<file path="config.mk">
export PLATFORM = sky130hd
export DESIGN_NAME = alert_scheduler
export DESIGN_NICKNAME = d
export VERILOG_FILES = /design/src/rtl/home_pkg.sv /design/src/rtl/hold_timer.sv /design/src/rtl/alert_scheduler.sv
export SDC_FILE = /design/constraint.sdc
export NUM_CORES = 1
export LEC_CHECK = 0
export ABC_AREA = 1
export CORE_MARGIN = 2
export CORE_UTILIZATION = 53
export DETAILED_ROUTE_END_ITERATION = 12
export GPL_TIMING_DRIVEN = 0
export PLACE_DENSITY = 0.82
export SKIP_LAST_GASP = 1
export SYNTH_ARGS = -nofsm -noshare
export SYNTH_HDL_FRONTEND = slang
export SYNTH_HIERARCHICAL = 1
export SYNTH_SLANG_ARGS = --single-unit
</file>
<file path="constraint.sdc">
create_clock -name Clk -period 3.25 [get_ports Clk]
set_input_delay 0.4875 -clock Clk [delete_from_list [all_inputs] [get_ports Clk]]
set_output_delay 0.4875 -clock Clk [all_outputs]
set_load 0.05 [all_outputs]
</file>
<file path="src/rtl/home_pkg.sv">
// Shared constants for the home alert scheduler: FSM state codes, display codes
// and the bit layout of the pending-request vector.
package home_pkg;

  // FSM state encoding
  typedef logic [1:0] state_t;
  localparam state_t ST_IDLE    = 2'd0;
  localparam state_t ST_SERVE   = 2'd1;
  localparam state_t ST_GAP     = 2'd2;
  localparam state_t ST_CLIMATE = 2'd3;

  // Pending vector bit indices; a higher index means a higher priority
  localparam logic [1:0] PEND_FIRE  = 2'd3;
  localparam logic [1:0] PEND_FDOOR = 2'd2;
  localparam logic [1:0] PEND_RDOOR = 2'd1;
  localparam logic [1:0] PEND_WIN   = 2'd0;

  // Front-panel display codes
  localparam logic [2:0] DISP_NONE   = 3'b000;
  localparam logic [2:0] DISP_FIRE   = 3'b001;
  localparam logic [2:0] DISP_FDOOR  = 3'b010;
  localparam logic [2:0] DISP_RDOOR  = 3'b011;
  localparam logic [2:0] DISP_WIN    = 3'b100;
  localparam logic [2:0] DISP_HEATER = 3'b101;
  localparam logic [2:0] DISP_COOLER = 3'b110;

  // Display code shown while a given pending bit is being served
  function automatic logic [2:0] disp_code(input logic [1:0] idx);
    logic [2:0] code;
    case (idx)
      PEND_FIRE:  code = DISP_FIRE;
      PEND_FDOOR: code = DISP_FDOOR;
      PEND_RDOOR: code = DISP_RDOOR;
      default:    code = DISP_WIN;
    endcase
    return code;
  endfunction

endpackage

</file>
<file path="src/rtl/hold_timer.sv">
// Down-counter that times how long one event output stays asserted.
// Loaded with HOLD_CYCLES-1, decremented on request, saturates at zero.
module hold_timer #(
  parameter int unsigned HOLD_CYCLES = 8
) (
  input  logic Clk,
  input  logic Rst,
  input  logic load,
  input  logic dec,
  output logic zero
);

  localparam int unsigned W = (HOLD_CYCLES > 1) ? $clog2(HOLD_CYCLES) : 1;
  localparam logic [W-1:0] LOAD_VAL = W'(HOLD_CYCLES - 1);

  logic [W-1:0] count_q, count_d;

  // Next count: load wins over decrement; never wraps below zero
  always_comb begin
    count_d = count_q;
    if (load) begin
      count_d = LOAD_VAL;
    end else if (dec && (count_q != '0)) begin
      count_d = count_q - W'(1);
    end
  end

  // Count register with synchronous active-low reset
  always_ff @(posedge Clk) begin
    if (!Rst) begin
      count_q <= '0;
    end else begin
      count_q <= count_d;
    end
  end

  assign zero = (count_q == '0);

endmodule

</file>
<file path="src/rtl/alert_scheduler.sv">
// Home alert scheduler: latches sensor events into a pending vector, serves them
// one at a time in priority order with a fixed hold time, and drives the heater or
// cooler when nothing is pending and the temperature is out of band.
module alert_scheduler
  import home_pkg::*;
#(
  parameter int unsigned HOLD_CYCLES = 8,
  parameter int unsigned TEMP_LOW    = 50,
  parameter int unsigned TEMP_HIGH   = 70
) (
  input  logic       Clk,
  input  logic       Rst,
  input  logic       SFA,
  input  logic       SFD,
  input  logic       SRD,
  input  logic       SW,
  input  logic [6:0] ST,
  output logic       alarmbuzz,
  output logic       fdoor,
  output logic       rdoor,
  output logic       winbuzz,
  output logic       heater,
  output logic       cooler,
  output logic [2:0] display,
  output logic       busy
);

  // Actuator vector layout: {alarmbuzz, fdoor, rdoor, winbuzz, heater, cooler}.
  // Pending bit i drives actuator bit i+2.
  localparam int unsigned ACT_HEATER = 1;
  localparam int unsigned ACT_COOLER = 0;

  state_t     state_q, state_d;
  logic [3:0] pend_q, pend_d;
  logic [1:0] grant_q, grant_d;
  logic [5:0] act_q, act_d;
  logic [2:0] display_q, display_d;
  logic       busy_q, busy_d;

  logic [3:0] sensors;
  logic [3:0] clr;
  logic [1:0] top_idx;
  logic       too_cold, too_hot;
  logic       tmr_load, tmr_dec, tmr_zero;

  assign sensors  = {SFA, SFD, SRD, SW};
  assign too_cold = ({25'd0, ST} < TEMP_LOW);
  assign too_hot  = ({25'd0, ST} > TEMP_HIGH);

  hold_timer #(
    .HOLD_CYCLES(HOLD_CYCLES)
  ) u_hold_timer (
    .Clk  (Clk),
    .Rst  (Rst),
    .load (tmr_load),
    .dec  (tmr_dec),
    .zero (tmr_zero)
  );

  // Priority encoder: fire > front door > rear door > window
  always_comb begin
    if (pend_q[PEND_FIRE]) begin
      top_idx = PEND_FIRE;
    end else if (pend_q[PEND_FDOOR]) begin
      top_idx = PEND_FDOOR;
    end else if (pend_q[PEND_RDOOR]) begin
      top_idx = PEND_RDOOR;
    end else begin
      top_idx = PEND_WIN;
    end
  end

  // FSM next state, timer control and pending-bit clear
  always_comb begin
    state_d  = state_q;
    grant_d  = grant_q;
    clr      = 4'b0000;
    tmr_load = 1'b0;
    tmr_dec  = 1'b0;
    case (state_q)
      ST_IDLE: begin
        if (pend_q != 4'b0000) begin
          state_d  = ST_SERVE;
          grant_d  = top_idx;
          tmr_load = 1'b1;
        end else if (too_cold || too_hot) begin
          state_d = ST_CLIMATE;
        end
      end
      ST_SERVE: begin
        if (tmr_zero) begin
          state_d      = ST_GAP;
          clr[grant_q] = 1'b1;
        end else if ((grant_q != PEND_FIRE) && pend_q[PEND_FIRE]) begin
          // Fire preempts; the aborted request stays pending
          state_d = ST_GAP;
        end else begin
          tmr_dec = 1'b1;
        end
      end
      ST_GAP: begin
        state_d = ST_IDLE;
      end
      ST_CLIMATE: begin
        if ((pend_q != 4'b0000) || !(too_cold || too_hot)) begin
          state_d = ST_GAP;
        end
      end
      default: begin
        state_d = ST_IDLE;
      end
    endcase
    // A sensor seen this edge wins over the clear of a completed service
    pend_d = (pend_q & ~clr) | sensors;
  end

  // Registered outputs are decoded from the state being entered
  always_comb begin
    act_d     = 6'b000000;
    display_d = DISP_NONE;
    busy_d    = (state_d == ST_SERVE) || (state_d == ST_GAP);
    if (state_d == ST_SERVE) begin
      act_d[3'(grant_d) + 3'd2] = 1'b1;
      display_d                 = disp_code(grant_d);
    end else if (state_d == ST_CLIMATE) begin
      if (too_cold) begin
        act_d[ACT_HEATER] = 1'b1;
        display_d         = DISP_HEATER;
      end else if (too_hot) begin
        act_d[ACT_COOLER] = 1'b1;
        display_d         = DISP_COOLER;
      end
    end
  end

  // State, pending vector and output registers; reset discards sensor samples
  always_ff @(posedge Clk) begin
    if (!Rst) begin
      state_q   <= ST_IDLE;
      pend_q    <= 4'b0000;
      grant_q   <= PEND_WIN;
      act_q     <= 6'b000000;
      display_q <= DISP_NONE;
      busy_q    <= 1'b0;
    end else begin
      state_q   <= state_d;
      pend_q    <= pend_d;
      grant_q   <= grant_d;
      act_q     <= act_d;
      display_q <= display_d;
      busy_q    <= busy_d;
    end
  end

  assign alarmbuzz = act_q[5];
  assign fdoor     = act_q[4];
  assign rdoor     = act_q[3];
  assign winbuzz   = act_q[2];
  assign heater    = act_q[ACT_HEATER];
  assign cooler    = act_q[ACT_COOLER];
  assign display   = display_q;
  assign busy      = busy_q;

endmodule

</file>
== Word-level counts from Yosys, hierarchy flattened ==
Index checks and enable logic that the tools add are counted.

* Equal/unequal tests: 10
* $lt $le $gt $ge: 6
* Bitwise gates (word level): 3
* Reductions and logical operators: 14
* Multiplexer cells: 34
* Add/subtract/negate cells: 2

{| class="wikitable"
|+ Operator list
! cell !! count
|-
| 2-to-1 mux 2 bit || 11
|-
| 2-to-1 mux 3 bit || 6
|-
| == test 2 bit (second input constant) || 6
|-
| 2-to-1 mux 1 bit || 11
|-
| case mux 3 bit (3 select lines) || 1
|-
| 2-to-1 mux 4 bit || 2
|-
| case mux 2 bit (4 select lines) || 1
|-
| > comparator 7 bit (second input constant) || 1
|-
| < comparator 7 x 6 -> 1 bit (second input constant) || 1
|-
| == test 2 x 1 -> 1 bit (second input constant) || 3
|-
| AND 4 bit || 1
|-
| logical AND 1 bit || 4
|-
| < comparator 3 x 4 -> 1 bit (second input constant) || 1
|-
| NOT 4 bit || 1
|-
| bitwise OR 4 bit || 1
|-
| nonzero test 4 bit || 1
|-
| adder 2 x 2 -> 3 bit (second input constant) || 1
|-
| demux 1 bit (select 3 bit) || 1
|-
| greater-or-equal comparator 3 x 1 -> 1 bit (second input constant) || 1
|-
| zero test 3 bit || 1
|-
| logical OR 1 bit || 3
|-
| < comparator 2 x 3 -> 1 bit (second input constant) || 1
|-
| nonzero test 3 bit || 1
|-
| subtractor 3 x 1 -> 3 bit (second input constant) || 1
|-
| 7 further kinds || 7
|}

* Flip-flop bits (word level): 21
* Output and inout bits: 10
* Logic and storage cells: 77

== Depth between registers and ports, before layout ==
* Word-level depth: 11
* Depth in mapped cells: 13

== Cells and area by module ==
Netlist, hierarchy kept.

{| class="wikitable"
|+ By module, submodules not included
! module !! area an instance (µm²) !! cells each !! instances
|-
| alert_scheduler || 890.9 || 117 || 1
|-
| hold_timer || 168.9 || 25 || 1
|}

== Worst setup path before layout ==
No wires, ideal clock.

* Path type: register to register
* Start: register u_hold_timer.count_q[0]
* End: register display_q[2] (netlist: display[2])
* Period minus slack after synthesis: 1789 ps
* Cell stages (with the launch flop): 12
* Slack: 1461 ps
* Arrival: 1664 ps
* Setup time: 125 ps
* Cell sequence: dfxtp_1 -> inv_1 -> ha_1 -> ha_1 -> nor3_4 -> inv_1 -> nand2_1 -> inv_1 -> ha_1 -> nand3_1 -> nand3b_1 -> nand3_1

* Longest elaborated chain between the ends: 6
* Elaborated cells on any way between the ends: 7
* Those cells by class: eq/ne (2); mux (4); reduce/logical (1)

{| class="wikitable"
|+ RTL lines
! item !! RTL line !! text
|-
| start: declaration || hold_timer.sv:16 || <nowiki>logic [W-1:0] count_q, count_d;</nowiki>
|-
| start signal: assignment || hold_timer.sv:33 || <nowiki>count_q <= count_d;</nowiki>
|-
| zero test 3 bit (*) || hold_timer.sv:37 || <nowiki>assign zero = (count_q == '0);</nowiki>
|-
| net tmr_zero || alert_scheduler.sv:44 || <nowiki>logic tmr_load, tmr_dec, tmr_zero;</nowiki>
|-
| 2-to-1 mux 2 bit (*) || alert_scheduler.sv:91 || <nowiki>if (tmr_zero) begin</nowiki>
|-
| case mux 2 bit (4 select lines) (*) || alert_scheduler.sv:80 || <nowiki>case (state_q)</nowiki>
|-
| net state_d[1] || alert_scheduler.sv:33 || <nowiki>state_t state_q, state_d;</nowiki>
|-
| == test 2 bit || alert_scheduler.sv:125 || <nowiki>end else if (state_d == ST_CLIMATE) begin</nowiki>
|-
| 2-to-1 mux 3 bit || alert_scheduler.sv:125 ||
|-
| 2-to-1 mux 3 bit (*) || alert_scheduler.sv:122 || <nowiki>if (state_d == ST_SERVE) begin</nowiki>
|-
| end signal: assignment || alert_scheduler.sv:150 || <nowiki>display_q <= display_d;</nowiki>
|-
| end: declaration || alert_scheduler.sv:37 || <nowiki>logic [2:0] display_q, display_d;</nowiki>
|}

The timed path passes the listed nets; every way through them passes the cells marked *.
A chain may end at the register's enable or synchronous reset.

== Final worst setup path ==
Ends and elaborated chain as after synthesis.

==> flow_metrics.tcl <==
set metrics [dict create \
    status "finished, final reports clean" \
    min_path_type "flop to flop" \
    antenna_cells 0 \
    io_pins 23 \
    drc 0 \
    power_frac_seq_pct 40.0 \
    first_global_vias 928 \
    fin_nets 190 \
    dp_slack_ps 1060 \
    cts_sinks 21 \
    wirelength_mm 1.97 \
    vias 923 \
    overflow 0 \
    antenna_found_initial 0 \
    layout_setup_ws_ps 1270 \
    synthDistinctLibCells 20 \
    synth.avg_cell_area_sq_um 7.46 \
    worstSetupEndpointType "flop" \
    wl_per_cell_um 10.1 \
    cts.clk_slew.worst_paths_ps 110 \
    yosysSeqAreaShare_pct 39.7 \
    worstMarginPinSlew_ps 508 \
    synth-seq-cells 21 \
    holdWs_ps 480 \
    cts_root_buf "clkbuf_4" \
    maxSlewHeadroom_pct 66.0 \
    synthCells 142 \
    place_area_sq_um 1310 \
    grt_util_all_layers_pct 20.2 \
    clkPwrFrac_pct 14.8 \
    p_int_mw 0.487 \
    rsz0062_at_grt "false" \
    final_area_sq_um 1340 \
    syn_area_sq_um 1060 \
    start_util_pct 55.1 \
    row_count 16 \
    fill_cells 179 \
    clk_latency_ps 300 \
    setup_viol 0 \
    fin_crit_ps 1980 \
    drt-pass1-iter-count 4 \
    hold_viol 0 \
    synth_nets 163 \
    utilization_pct 69.7 \
    dp.cells 191 \
    die_h_um 48.7 \
    worstPathArrival_ps 2170 \
    drt_first_iter_violations 14 \
    dp_hpwl_mm 1.63 \
    core_sq_um 1920 \
    fin_worst_skew_ps 4.05 \
    cts_tree "done" \
    fin_cells 195 \
    powerDensity_nw_per_um2 612 \
    slew_violations 0 \
    numCtsBuffers 3 \
    die_area_sq_um 2370 \
    syn_to_final_growth_pct 26.4 \
    switchingPower_mw 0.334 \
    via_per_inst 4.73 \
    io_buffers 22 \
    maxCapViolCount 0 \
    clockBufferDepth 2 \
    routabilityCongestion 0.755 \
    finalSetupTns_ps 0 \
    p_leak_nw 0.667 \
    yosysWarnings 6 \
    finalPower_mw 0.820 \
    cp-start-kind "flop" \
    drive_gt1_share_pct 13.1 \
    swShare_pct 40.7 \
    cts-htree-levels 1 \
    fin_crit_sh_pct 60.9 \
    hold_buffers 0 \
    die_width_um 48.7 \
    required_ps 3440 \
    grt_pass1_wl_mm 3.80 \
    cts_setup_buffers 0 \
    fmax_ghz 0.505 \
    worstSetupPathType "flop to flop" \
    p_comb_share_pct 45.3 \
    vdd_drop_max_mv 0.396 \
    detail-route-antenna-nets 0 \
    grt_start_max_net_pins 12 \
    cts_resized 0 \
    path_max_fanout 3 \
]
routing by layer:
layer  up-vias  share of wire [%]  GRT usage [%]
met3         3                3.4           4.32
met5         -                  0              0
met4         0                1.2           7.14
li1        486                  -              -
met1       416                 44           24.6
met2        18                 51           35.2
cell usage after synthesis, drive strengths merged:
cell | number | area [sq um]
o21ai | 7 | 38.8
nand2 | 29 | 119
nand3 | 9 | 50.1
a21oi | 8 | 43.8
nand4 | 1 | 6.26
inv | 37 | 139
dfxtp | 21 | 420
nor2 | 16 | 75.1
o21a | 1 | 15.0
nand3b | 1 | 7.51
ha | 8 | 100
a31oi | 2 | 12.5
nor3 | 2 | 32.5
cells by family (layout without fill, tap and decap cells):
logic type / Yosys count / after routing / synth area share [%]
flops: 21 / 21 / 39.7
simple gates: 58 / 58 / 27.4
buf+inv: 37 / 63 / 13.1
fa+ha+maj: 8 / 8 / 9.45
compound gates: 18 / 18 / 10.4
layout make-up:
class | count | area (sq um) | area share, %
well taps | 27 | 33.8 | 2.52
flip-flops and latches | 21 | 420 | 31.4
repair buffers | 22 | 220 | 16.4
clock buffers | 4 | 26.3 | 1.96
multi-input cells | 84 | 500 | 37.3
inverters | 37 | 139 | 10.4
sequential cells by signal (all words and copies together), names as in the netlist:
signal,flops
act_q,6
busy,1
display,3
grant_q,2
pend_q,4
state_q,2
u_hold_timer/count_q,3
path summary, 6_finish.rpt:
check	slack, ps	end	depth (start not counted)	start
max	1270	display[2]	11	u_hold_timer/count_q[0]
min	480	u_hold_timer/count_q[2]	2	u_hold_timer/count_q[2]
max reg2reg	1270	display[2]	11	u_hold_timer/count_q[0]
min reg2reg	480	u_hold_timer/count_q[2]	2	u_hold_timer/count_q[2]
power groups by stage:
stage | registers [mW] | logic [mW] | clock network, mW
6_report | 0.328 | 0.371 | 0.121
5_1_grt | 0.333 | 0.420 | 0.138
4_1_cts | 0.328 | 0.375 | 0.125
3_5_place_dp | 0.333 | 0.372 | 0
3_3_place_gp | 0.330 | 0.358 | 0
2_1_floorplan | 0.404 | 0.201 | 0
cells in the final DEF, fill, tap and decap left out:
cell type	count
nand3_2	1
nand2_1	25
o21ai_0	6
nand3b_1	1
inv_1	32
nor3_4	2
o21a_4	1
a21oi_1	7
clkbuf_1	1
nor2_4	1
nor2_2	3
nor2_1	12
clkdlybuf4s50_1	22
inv_2	5
nand4_1	1
nand3_1	8
ha_1	8
clkbuf_4	3
a21oi_2	1
nand2_2	4
dfxtp_1	21
o21ai_2	1
a31oi_1	2
critical path: stages, from the launching register on:
cell and delay, ps:
dfxtp_1 370, inv_1 60, ha_1 200, ha_1 230
nor3_4 280, inv_1 80, nand2_1 90, inv_1 50
ha_1 200, nand3_1 70, nand3b_1 160, nand3_1 80
Power figures use the tool's default switching activity.
